==> config.mk <==
export PLATFORM = sky130hd
export DESIGN_NAME = regfile_multiport_flat
export DESIGN_NICKNAME = d
export VERILOG_FILES = /design/src/rtl/regfile_multiport_pkg.sv /design/src/rtl/regfile_multiport_if.sv /design/src/rtl/regfile_read_mux.sv /design/src/rtl/regfile_multiport.sv /design/src/flat_wrapper.sv
export SDC_FILE = /design/constraint.sdc
export NUM_CORES = 2
export LEC_CHECK = 0
export BUFFER_PORTS_ARGS = -buffer_cell sky130_fd_sc_hd__buf_2
export CORE_MARGIN = 2
export CORE_UTILIZATION = 23
export DETAILED_ROUTE_END_ITERATION = 12
export SETUP_SLACK_MARGIN = 0.05
export SYNTH_ARGS = -nofsm -noshare
export SYNTH_HDL_FRONTEND = slang
export SYNTH_HIERARCHICAL = 1
export SYNTH_SLANG_ARGS = --single-unit
export TNS_END_PERCENT = 50
==> constraint.sdc <==
create_clock -name clock -period 5.02 [get_ports clock]
set_input_delay 0.753 -clock clock [delete_from_list [all_inputs] [get_ports clock]]
set_output_delay 0.753 -clock clock [all_outputs]
set_load 0.1 [all_outputs]
==> src/rtl/regfile_multiport_pkg.sv <==
// regfile_multiport shared definitions: FSM encodings, defaults
// and port-slice helpers used by the register file and its read mux.
package regfile_multiport_pkg;

    typedef enum logic {
        RF_CLEAR = 1'b0,
        RF_RUN   = 1'b1
    } rf_state_e;

    localparam int DEF_DATA_W   = 32;
    localparam int DEF_ADDR_W   = 5;
    localparam int DEF_NUM_RD   = 2;
    localparam int DEF_ZERO_REG = 1;
    localparam int DEF_BYPASS   = 1;

    // Low bit of slice k in a packed bus of w-bit fields.
    function automatic int slice_lo(input int k, input int w);
        return k * w;
    endfunction

endpackage

==> src/rtl/regfile_multiport_if.sv <==
// regfile_multiport bus: packed read ports, two write ports
// and the ready flag that marks the end of the clear sweep.
interface regfile_multiport_if
    import regfile_multiport_pkg::*;
#(
    parameter int DATA_W = DEF_DATA_W,
    parameter int ADDR_W = DEF_ADDR_W,
    parameter int NUM_RD = DEF_NUM_RD
);

    logic [NUM_RD*ADDR_W-1:0] rd_addr;
    logic [NUM_RD*DATA_W-1:0] rd_data;
    logic                     wr0_en;
    logic [ADDR_W-1:0]        wr0_addr;
    logic [DATA_W-1:0]        wr0_data;
    logic                     wr1_en;
    logic [ADDR_W-1:0]        wr1_addr;
    logic [DATA_W-1:0]        wr1_data;
    logic                     ready;

    modport master (
        output rd_addr,
        output wr0_en,
        output wr0_addr,
        output wr0_data,
        output wr1_en,
        output wr1_addr,
        output wr1_data,
        input  rd_data,
        input  ready
    );

    modport slave (
        input  rd_addr,
        input  wr0_en,
        input  wr0_addr,
        input  wr0_data,
        input  wr1_en,
        input  wr1_addr,
        input  wr1_data,
        output rd_data,
        output ready
    );

endinterface

==> src/rtl/regfile_read_mux.sv <==
// regfile_read_mux: resolves one read port from the hardwired zero,
// the two same-cycle write ports and the stored entry.
module regfile_read_mux
    import regfile_multiport_pkg::*;
#(
    parameter int DATA_W   = DEF_DATA_W,
    parameter int ADDR_W   = DEF_ADDR_W,
    parameter int ZERO_REG = DEF_ZERO_REG,
    parameter int BYPASS   = DEF_BYPASS
) (
    input  logic              run,
    input  logic [ADDR_W-1:0] addr,
    input  logic [DATA_W-1:0] mem_data,
    input  logic              wr0_en,
    input  logic [ADDR_W-1:0] wr0_addr,
    input  logic [DATA_W-1:0] wr0_data,
    input  logic              wr1_en,
    input  logic [ADDR_W-1:0] wr1_addr,
    input  logic [DATA_W-1:0] wr1_data,
    output logic [DATA_W-1:0] data
);

    logic is_zero;
    logic hit0;
    logic hit1;

    assign is_zero = (ZERO_REG != 0) && (addr == '0);
    assign hit1    = (BYPASS != 0) && wr1_en && (wr1_addr == addr);
    assign hit0    = (BYPASS != 0) && wr0_en && (wr0_addr == addr);

    // Priority: zero reg, clear sweep, wr1 bypass, wr0 bypass, storage.
    always_comb begin
        data = mem_data;
        if (is_zero) begin
            data = '0;
        end else if (!run) begin
            data = '0;
        end else if (hit1) begin
            data = wr1_data;
        end else if (hit0) begin
            data = wr0_data;
        end
    end

endmodule

==> src/rtl/regfile_multiport.sv <==
// regfile_multiport: DEPTH x DATA_W register file with NUM_RD read
// ports, two write ports, bypass, optional zero reg and clear sweep.
module regfile_multiport
    import regfile_multiport_pkg::*;
#(
    parameter int DATA_W   = DEF_DATA_W,
    parameter int ADDR_W   = DEF_ADDR_W,
    parameter int NUM_RD   = DEF_NUM_RD,
    parameter int ZERO_REG = DEF_ZERO_REG,
    parameter int BYPASS   = DEF_BYPASS
) (
    input logic                clock,
    input logic                reset,
    regfile_multiport_if.slave bus
);

    localparam int DEPTH = 1 << ADDR_W;
    localparam logic [ADDR_W-1:0] LAST = ADDR_W'(DEPTH - 1);

    logic [DATA_W-1:0] mem [0:DEPTH-1];

    rf_state_e         state;
    logic [ADDR_W-1:0] clr_cnt;
    logic              ready_q;
    logic              run;
    logic              wr0_ok;
    logic              wr1_ok;
    logic              wr0_nz;
    logic              wr1_nz;

    assign run      = (state == RF_RUN);
    assign bus.ready = ready_q;

    assign wr0_nz = (ZERO_REG == 0) || (bus.wr0_addr != '0);
    assign wr1_nz = (ZERO_REG == 0) || (bus.wr1_addr != '0);
    assign wr1_ok = run && bus.wr1_en && wr1_nz;
    // wr1 wins a same-address collision, so wr0 is simply dropped.
    assign wr0_ok = run && bus.wr0_en && wr0_nz &&
                    !(wr1_ok && (bus.wr1_addr == bus.wr0_addr));

    // Control FSM: clear sweep after reset, then normal operation.
    always_ff @(posedge clock) begin
        if (reset) begin
            state   <= RF_CLEAR;
            clr_cnt <= '0;
            ready_q <= 1'b0;
        end else begin
            unique case (state)
                RF_CLEAR: begin
                    clr_cnt <= clr_cnt + 1'b1;
                    if (clr_cnt == LAST) begin
                        state   <= RF_RUN;
                        ready_q <= 1'b1;
                    end
                end
                RF_RUN: begin
                    clr_cnt <= clr_cnt;
                end
                default: begin
                    state   <= RF_CLEAR;
                    clr_cnt <= '0;
                    ready_q <= 1'b0;
                end
            endcase
        end
    end

    // Storage update: sweep zeroes during CLEAR, ports write in RUN.
    always_ff @(posedge clock) begin
        if (!reset) begin
            if (!run) begin
                mem[clr_cnt] <= '0;
            end else begin
                if (wr0_ok) begin
                    mem[bus.wr0_addr] <= bus.wr0_data;
                end
                if (wr1_ok) begin
                    mem[bus.wr1_addr] <= bus.wr1_data;
                end
            end
        end
    end

    for (genvar k = 0; k < NUM_RD; k++) begin : g_rd
        logic [ADDR_W-1:0] addr;
        logic [DATA_W-1:0] data;

        assign addr = bus.rd_addr[slice_lo(k, ADDR_W) +: ADDR_W];
        assign bus.rd_data[slice_lo(k, DATA_W) +: DATA_W] = data;

        regfile_read_mux #(
            .DATA_W   (DATA_W),
            .ADDR_W   (ADDR_W),
            .ZERO_REG (ZERO_REG),
            .BYPASS   (BYPASS)
        ) u_mux (
            .run      (run),
            .addr     (addr),
            .mem_data (mem[addr]),
            .wr0_en   (bus.wr0_en),
            .wr0_addr (bus.wr0_addr),
            .wr0_data (bus.wr0_data),
            .wr1_en   (bus.wr1_en),
            .wr1_addr (bus.wr1_addr),
            .wr1_data (bus.wr1_data),
            .data     (data)
        );
    end

endmodule

==> src/flat_wrapper.sv <==
// flat-port wrapper written by rule: the top's interface ports become plain ports
module regfile_multiport_flat import regfile_multiport_pkg::*;
#(
    parameter int DATA_W   = DEF_DATA_W,
    parameter int ADDR_W   = DEF_ADDR_W,
    parameter int NUM_RD   = DEF_NUM_RD,
    parameter int ZERO_REG = DEF_ZERO_REG,
    parameter int BYPASS   = DEF_BYPASS
)
  (clock, reset, bus_rd_addr, bus_wr0_en, bus_wr0_addr, bus_wr0_data, bus_wr1_en, bus_wr1_addr, bus_wr1_data, bus_rd_data, bus_ready);
  regfile_multiport_if #(.DATA_W(DATA_W), .ADDR_W(ADDR_W), .NUM_RD(NUM_RD)) bus_i ();
  input logic clock;
  input logic reset;
  input wire logic [$bits(bus_i.rd_addr)-1:0] bus_rd_addr;
  input wire logic [$bits(bus_i.wr0_en)-1:0] bus_wr0_en;
  input wire logic [$bits(bus_i.wr0_addr)-1:0] bus_wr0_addr;
  input wire logic [$bits(bus_i.wr0_data)-1:0] bus_wr0_data;
  input wire logic [$bits(bus_i.wr1_en)-1:0] bus_wr1_en;
  input wire logic [$bits(bus_i.wr1_addr)-1:0] bus_wr1_addr;
  input wire logic [$bits(bus_i.wr1_data)-1:0] bus_wr1_data;
  output wire logic [$bits(bus_i.rd_data)-1:0] bus_rd_data;
  output wire logic [$bits(bus_i.ready)-1:0] bus_ready;
  assign bus_i.rd_addr = bus_rd_addr;
  assign bus_i.wr0_en = bus_wr0_en;
  assign bus_i.wr0_addr = bus_wr0_addr;
  assign bus_i.wr0_data = bus_wr0_data;
  assign bus_i.wr1_en = bus_wr1_en;
  assign bus_i.wr1_addr = bus_wr1_addr;
  assign bus_i.wr1_data = bus_wr1_data;
  assign bus_rd_data = bus_i.rd_data;
  assign bus_ready = bus_i.ready;
  regfile_multiport #(.DATA_W(DATA_W), .ADDR_W(ADDR_W), .NUM_RD(NUM_RD), .ZERO_REG(ZERO_REG), .BYPASS(BYPASS)) u_core (.clock(clock), .reset(reset), .bus(bus_i));
endmodule
=== Word-level counts from Yosys, hierarchy flattened ===
Memories as Yosys holds them, arrays and structs flattened.
Index checks and enable logic that the tools add are counted.

* Logic and storage cells: 54
* Input bits: 88
* Output and inout bits: 65
* Memory bits (writable): 1024
* Memories: 1
* Register bits after elaboration: 7

{| class="wikitable"
|+ Memory list
! memory !! words !! width !! rd ports !! clocked after memory_dff !! wr ports !! RTL line !! text
|-
| u_core.mem || 32 || 32 || 2 || 0 || 2 || regfile_multiport.sv:20 || <nowiki>logic [DATA_W-1:0] mem [0:DEPTH-1];</nowiki>
|}

* Bitwise operators: 1
* Equal/unequal tests: 6
* Add/subtract/negate cells: 1
* Muxes and demuxes: 25
* Reduce and logical (&&, ||, !) cells: 17

{| class="wikitable"
|+ Operators with widths
! kind !! count
|-
| $mux W32 || 9
|-
| $reduce_or A32 Y1 || 1
|-
| $eq A5 B5 Y1 || 5
|-
| $mux W1 || 14
|-
| $logic_and A1 B1 Y1 || 10
|-
| $logic_not A5 Y1 || 2
|-
| $mux W5 || 2
|-
| $reduce_bool A5 Y1 || 2
|-
| $add A5 B1 Y5 const B || 1
|-
| $eq A5 B5 Y1 const B || 1
|-
| $reduce_and A2 Y1 || 1
|-
| $logic_not A1 Y1 || 1
|-
| $not A1 Y1 || 1
|}

=== Depth between registers and ports, before layout ===
* Depth in word-level cells: 11
* Depth in mapped cells: 9
* Depth with buffers taken out: 6

=== Hierarchy ===
Netlist, hierarchy kept.

{| class="wikitable"
|+ Modules (own cells, without submodules)
! module !! sequential area each (µm²) !! area each (µm²) !! instances !! cells an instance
|-
| regfile_multiport || 30889.6 || 58717.6 || 1 || 4785
|-
| regfile_read_mux || 0.0 || 1347.5 || 2 || 176
|}

=== Worst setup path before layout ===
Ideal clock, no wire load.

* Path type: input to output
* From: in bus_rd_addr[5]
* To: out bus_rd_data[63]
* Data arrival time: 3906 ps
* Buffers on the path: 4
* Stages on the path: 9
* Setup slack: 361 ps
* Required time: 4267 ps
* Path through: clkbuf_1 > buf_2 > buf_2 > buf_2 > mux4_2 > mux2i_1 > a221oi_1 > o21ai_0 > a31oi_1

* Word-level cells in the longest chain between the ends: 6
* Elaborated cells on any way between the ends: 10
* Those cells by class: eq/ne: 2; mux: 4; reduce/logical: 3; memory: 1

{| class="wikitable"
|+ Ends and longest elaborated chain
! element !! RTL line !! text
|-
| from (decl) || flat_wrapper.sv:14 || <nowiki>input wire logic [$bits(bus_i.rd_addr)-1:0] bus_rd_addr;</nowiki>
|-
| parallel branches: the longest is 5 deep, another holds $mem_v2 Z32 W32 || - ||
|-
| $mux W32 * || regfile_read_mux.sv:34 || <nowiki>if (is_zero) begin</nowiki>
|-
| to (decl) || flat_wrapper.sv:21 || <nowiki>output wire logic [$bits(bus_i.rd_data)-1:0] bus_rd_data;</nowiki>
|}

Mark *: on every way between the ends.

=== Worst setup path in the final report ===
* From: in bus_rd_addr[0]
* To: out bus_rd_data[16]

Same word-level chain as after synthesis.

==> results by group <==
Clock network
  – CTS Buf Count: 94
  – Max clock buf depth: 3
  – Root buffer cell: clkbuf_16
  – Post-CTS sizing: 0
  – Reg clk slew, reported paths: roughly 0.070 ns
  – Hold_buf cts: 0
  – Setup Fix Bufs, Post-CTS: 0
  – CTS tree: done
  – Clk Latency, worst-skew pair: about 0.73 ns
  – CTS H-tree lvls: 3
  – Num Clock Sinks: 1,031

Critical path
  – Slowest stage delay, CP: slightly above 0.9 ns
  – Slowest-stage cell, CP: o21ai_0
  – Critical path's most frequent cell: buf_4
  – Setup crit start kind: input pin
  – Cell family with the largest share of critical-path delay: compound AO/OA/AOI/OAI gates
  – Worst Path Buf+Inv: 4
  – Worst Setup EP: bus_rd_data[16]
  – Critical path required time: 4.27 ns
  – Worst Setup End Kind: output pin
  – Setup CP Type: in2out
  – Reg2reg setup slack: 1.26 ns
  – Worst EP arrival: just over 4 ns
  – Cell chain of the critical path: buf_8 -> buf_4 -> xnor2_1 -> nand4_1 -> buf_4 -> o21ai_0 -> a31oi_2 -> buf_12
  – Max FO, Critical Path: 16
  – Worst Reg-to-Reg Cells: 7
  – R2r endpoint: u_core/mem[4][30]
  – Critical R2R Launch: u_core/run
  – Crit. path cell count: 8
  – Crit path launch: bus_rd_addr[0]

GRT
  – First-pass GRT wire length: ~350,000 um
  – Initial antenna violation count: 6
  – Total gr overflow: 0
  – Vias in the first global route: 45.6k
  – GRT Total Usage: 17.6%
  – Largest net degree at the start of global routing: 65

Floorplan
  – Die Y: 521 um
  – Core Rows: 189
  – Core Region: 265,000 um^2
  – Initial Utilization: 23.1%
  – I/O pin count: approximately 150
  – DIE AREA: 271,000 um^2
  – Die width: 521 um

Yosys
  – Count of state elements after synthesis: a little over 1k
  – Syn_area_per_cell: ~12 um^2
  – Sequential share of the synthesized area: 50.3%
  – Mapped Nets: 5,227
  – Number of distinct library cells after synthesis: 54
  – Predominant post-synthesis flop cell: edfxtp_1
  – Post-synth EDFFs: ~1.0k
  – Cell count after synthesis: 5,137
  – Total number of yosys warnings: 6
  – Post-Syn Area: 61,400 um^2
  – Synth async-reset ratio: 0%

Power
  – Leakage: 0.0202 uW
  – PD cells: 263 nW/um^2
  – Peak supply drop: 0.232 mV

STA
  – Setup skew after layout: 0.0164 ns
  – Setup violations, final: 0
  – Period utilization: 97.7%
  – Slew HR: 8.22%
  – Max-slew violations: 0
  – Worst hold margin: 0.379 ns
  – Final worst slack: 0.116 ns
  – Actual slew at the worst max-slew pin: about 1.4 ns
  – Final Hold Viols: 0
  – Tmin final: 4.90 ns
  – Top achievable clock speed: 0.204 GHz
  – Setup TNS: 0 ns
  – RSZ-0062 raised after global routing: false

Placement
  – GP Congestion: 0.906
  – IO Port Bufs: 152
  – Dpl ws: 0.489 ns
  – Post-DP HPWL: 148,000 um
  – Placed cell count: about 8.4k

Outcome
  – Outcome: finished clean

Flow run
  – Max_cap viols: 0

Final layout
  – Final core utilization: 26.8%
  – Syn-to-layout area delta: 15.6%
  – Final nets: 5,059
  – Commonest non-fill, non-tap cells in the layout: 1,059 x o21ai_0, 1,024 x edfxtp_1, 1,001 x nand2_1
  – Final cell count without fillers: between 8k and 9k
  – Share of cells above drive strength 1: 24.0%
  – Commonest non-fill, non-tap cell in the layout: o21ai_0

Routing
  – Routed vias/inst: 5.47
  – DRC Markers: 0
  – Initial detailed-routing violation count: 6,882
  – Pre-Repair DR Iteration Count: 6
  – Routed WL per cell: approximately 29 um
  – DR vias: 47.0k
  – Routed WL: 247,000 um
  – ANT nets after route: 0

Hold path
  – Hold WC Path Type: in2reg
## cell families (layout without fill, tap and decap cells)
| family | Yosys count | in the layout | synth area share (%) |
|---|---|---|---|
| AO/OA/AOI/OAI | 1396 | 1396 | 13.5 |
| AND/OR/NAND/NOR | 1194 | 1194 | 7.89 |
| flip-flops | 1031 | 1031 | 50.3 |
| multiplexers | 770 | 770 | 23.0 |
| buffers and inverters | 716 | 627 | 4.87 |
| XOR/XNOR | 28 | 28 | 0.424 |
| adder cells (fa/ha/maj) | 2 | 2 | 0.0407 |
| other | 0 | 8 | 0 |
## layer usage
| metal | wire length, um | GRT usage [%] | up-vias |
|---|---|---|---|
| li1 | - | - | 19300 |
| met1 | 79500 | 19.7 | 23300 |
| met2 | 118000 | 29.7 | 3407 |
| met3 | 25500 | 3.09 | 947 |
| met4 | 23700 | 14.1 | 4 |
| met5 | 24 | 0 | - |
## Yosys cell counts, types with 61 or more instances
cell,number,area (um^2)
a221oi_1,64,561
a22o_1,64,561
a31oi_2,61,763
buf_2,104,521
clkbuf_1,497,1870
edfxtp_1,1024,30700
mux2i_1,258,2580
mux4_2,512,11500
nand2_1,1005,3770
nand4_1,69,432
o21ai_0,1060,5310
o31ai_1,64,480
## cell type report
cell class | count | area, um^2
sequential | 1031 | 30900
multi-input combinational | 3390 | 28200
clock buffer | 113 | 2450
tap | 3533 | 4420
inverter | 53 | 199
antenna | 8 | 20.0
timing repair buffer | 399 | 4120
fill | 27100 | 194000
clock inverter | 62 | 677
## worst min path at each step
stage	from	to	slack, ns	cells past startpoint
2_1_floorplan	u_core/clr_cnt[0]	u_core/clr_cnt[0]	0.54	2
3_5_place_dp	u_core/bus.ready	u_core/bus.ready	0.47	2
6_report	reset	u_core/run	0.38	2
3_3_place_gp	u_core/bus.ready	u_core/bus.ready	0.45	2
5_1_grt	reset	u_core/clr_cnt[3]	0.38	2
4_1_cts	reset	u_core/run	0.36	2
## where the power goes
group / leakage, uW / total [uW] / switching, uW / internal [uW]
logic: 0.0107 / 1720 / 1120 / 596
registers: 0.00800 / 9410 / 30.0 / 9380
clock network: 0.00152 / 7570 / 3440 / 4130
total: 0.0202 / 18700 / 4590 / 14100
## stage by stage
stage	total power, uW	cell area, um^2
floorplan	10600	61400
global placement	11300	67900
detailed placement	11300	67900
CTS	18700	71000
global route	19100	71000
finish	18700	71000
## state kept, by name, summed over array words and instances (netlist names)
register and flops:
u_core/mem 1024, u_core/bus.ready 1, u_core/run 1, u_core/clr_cnt 5
No activity file was read; power rests on OpenSTA's default activity.
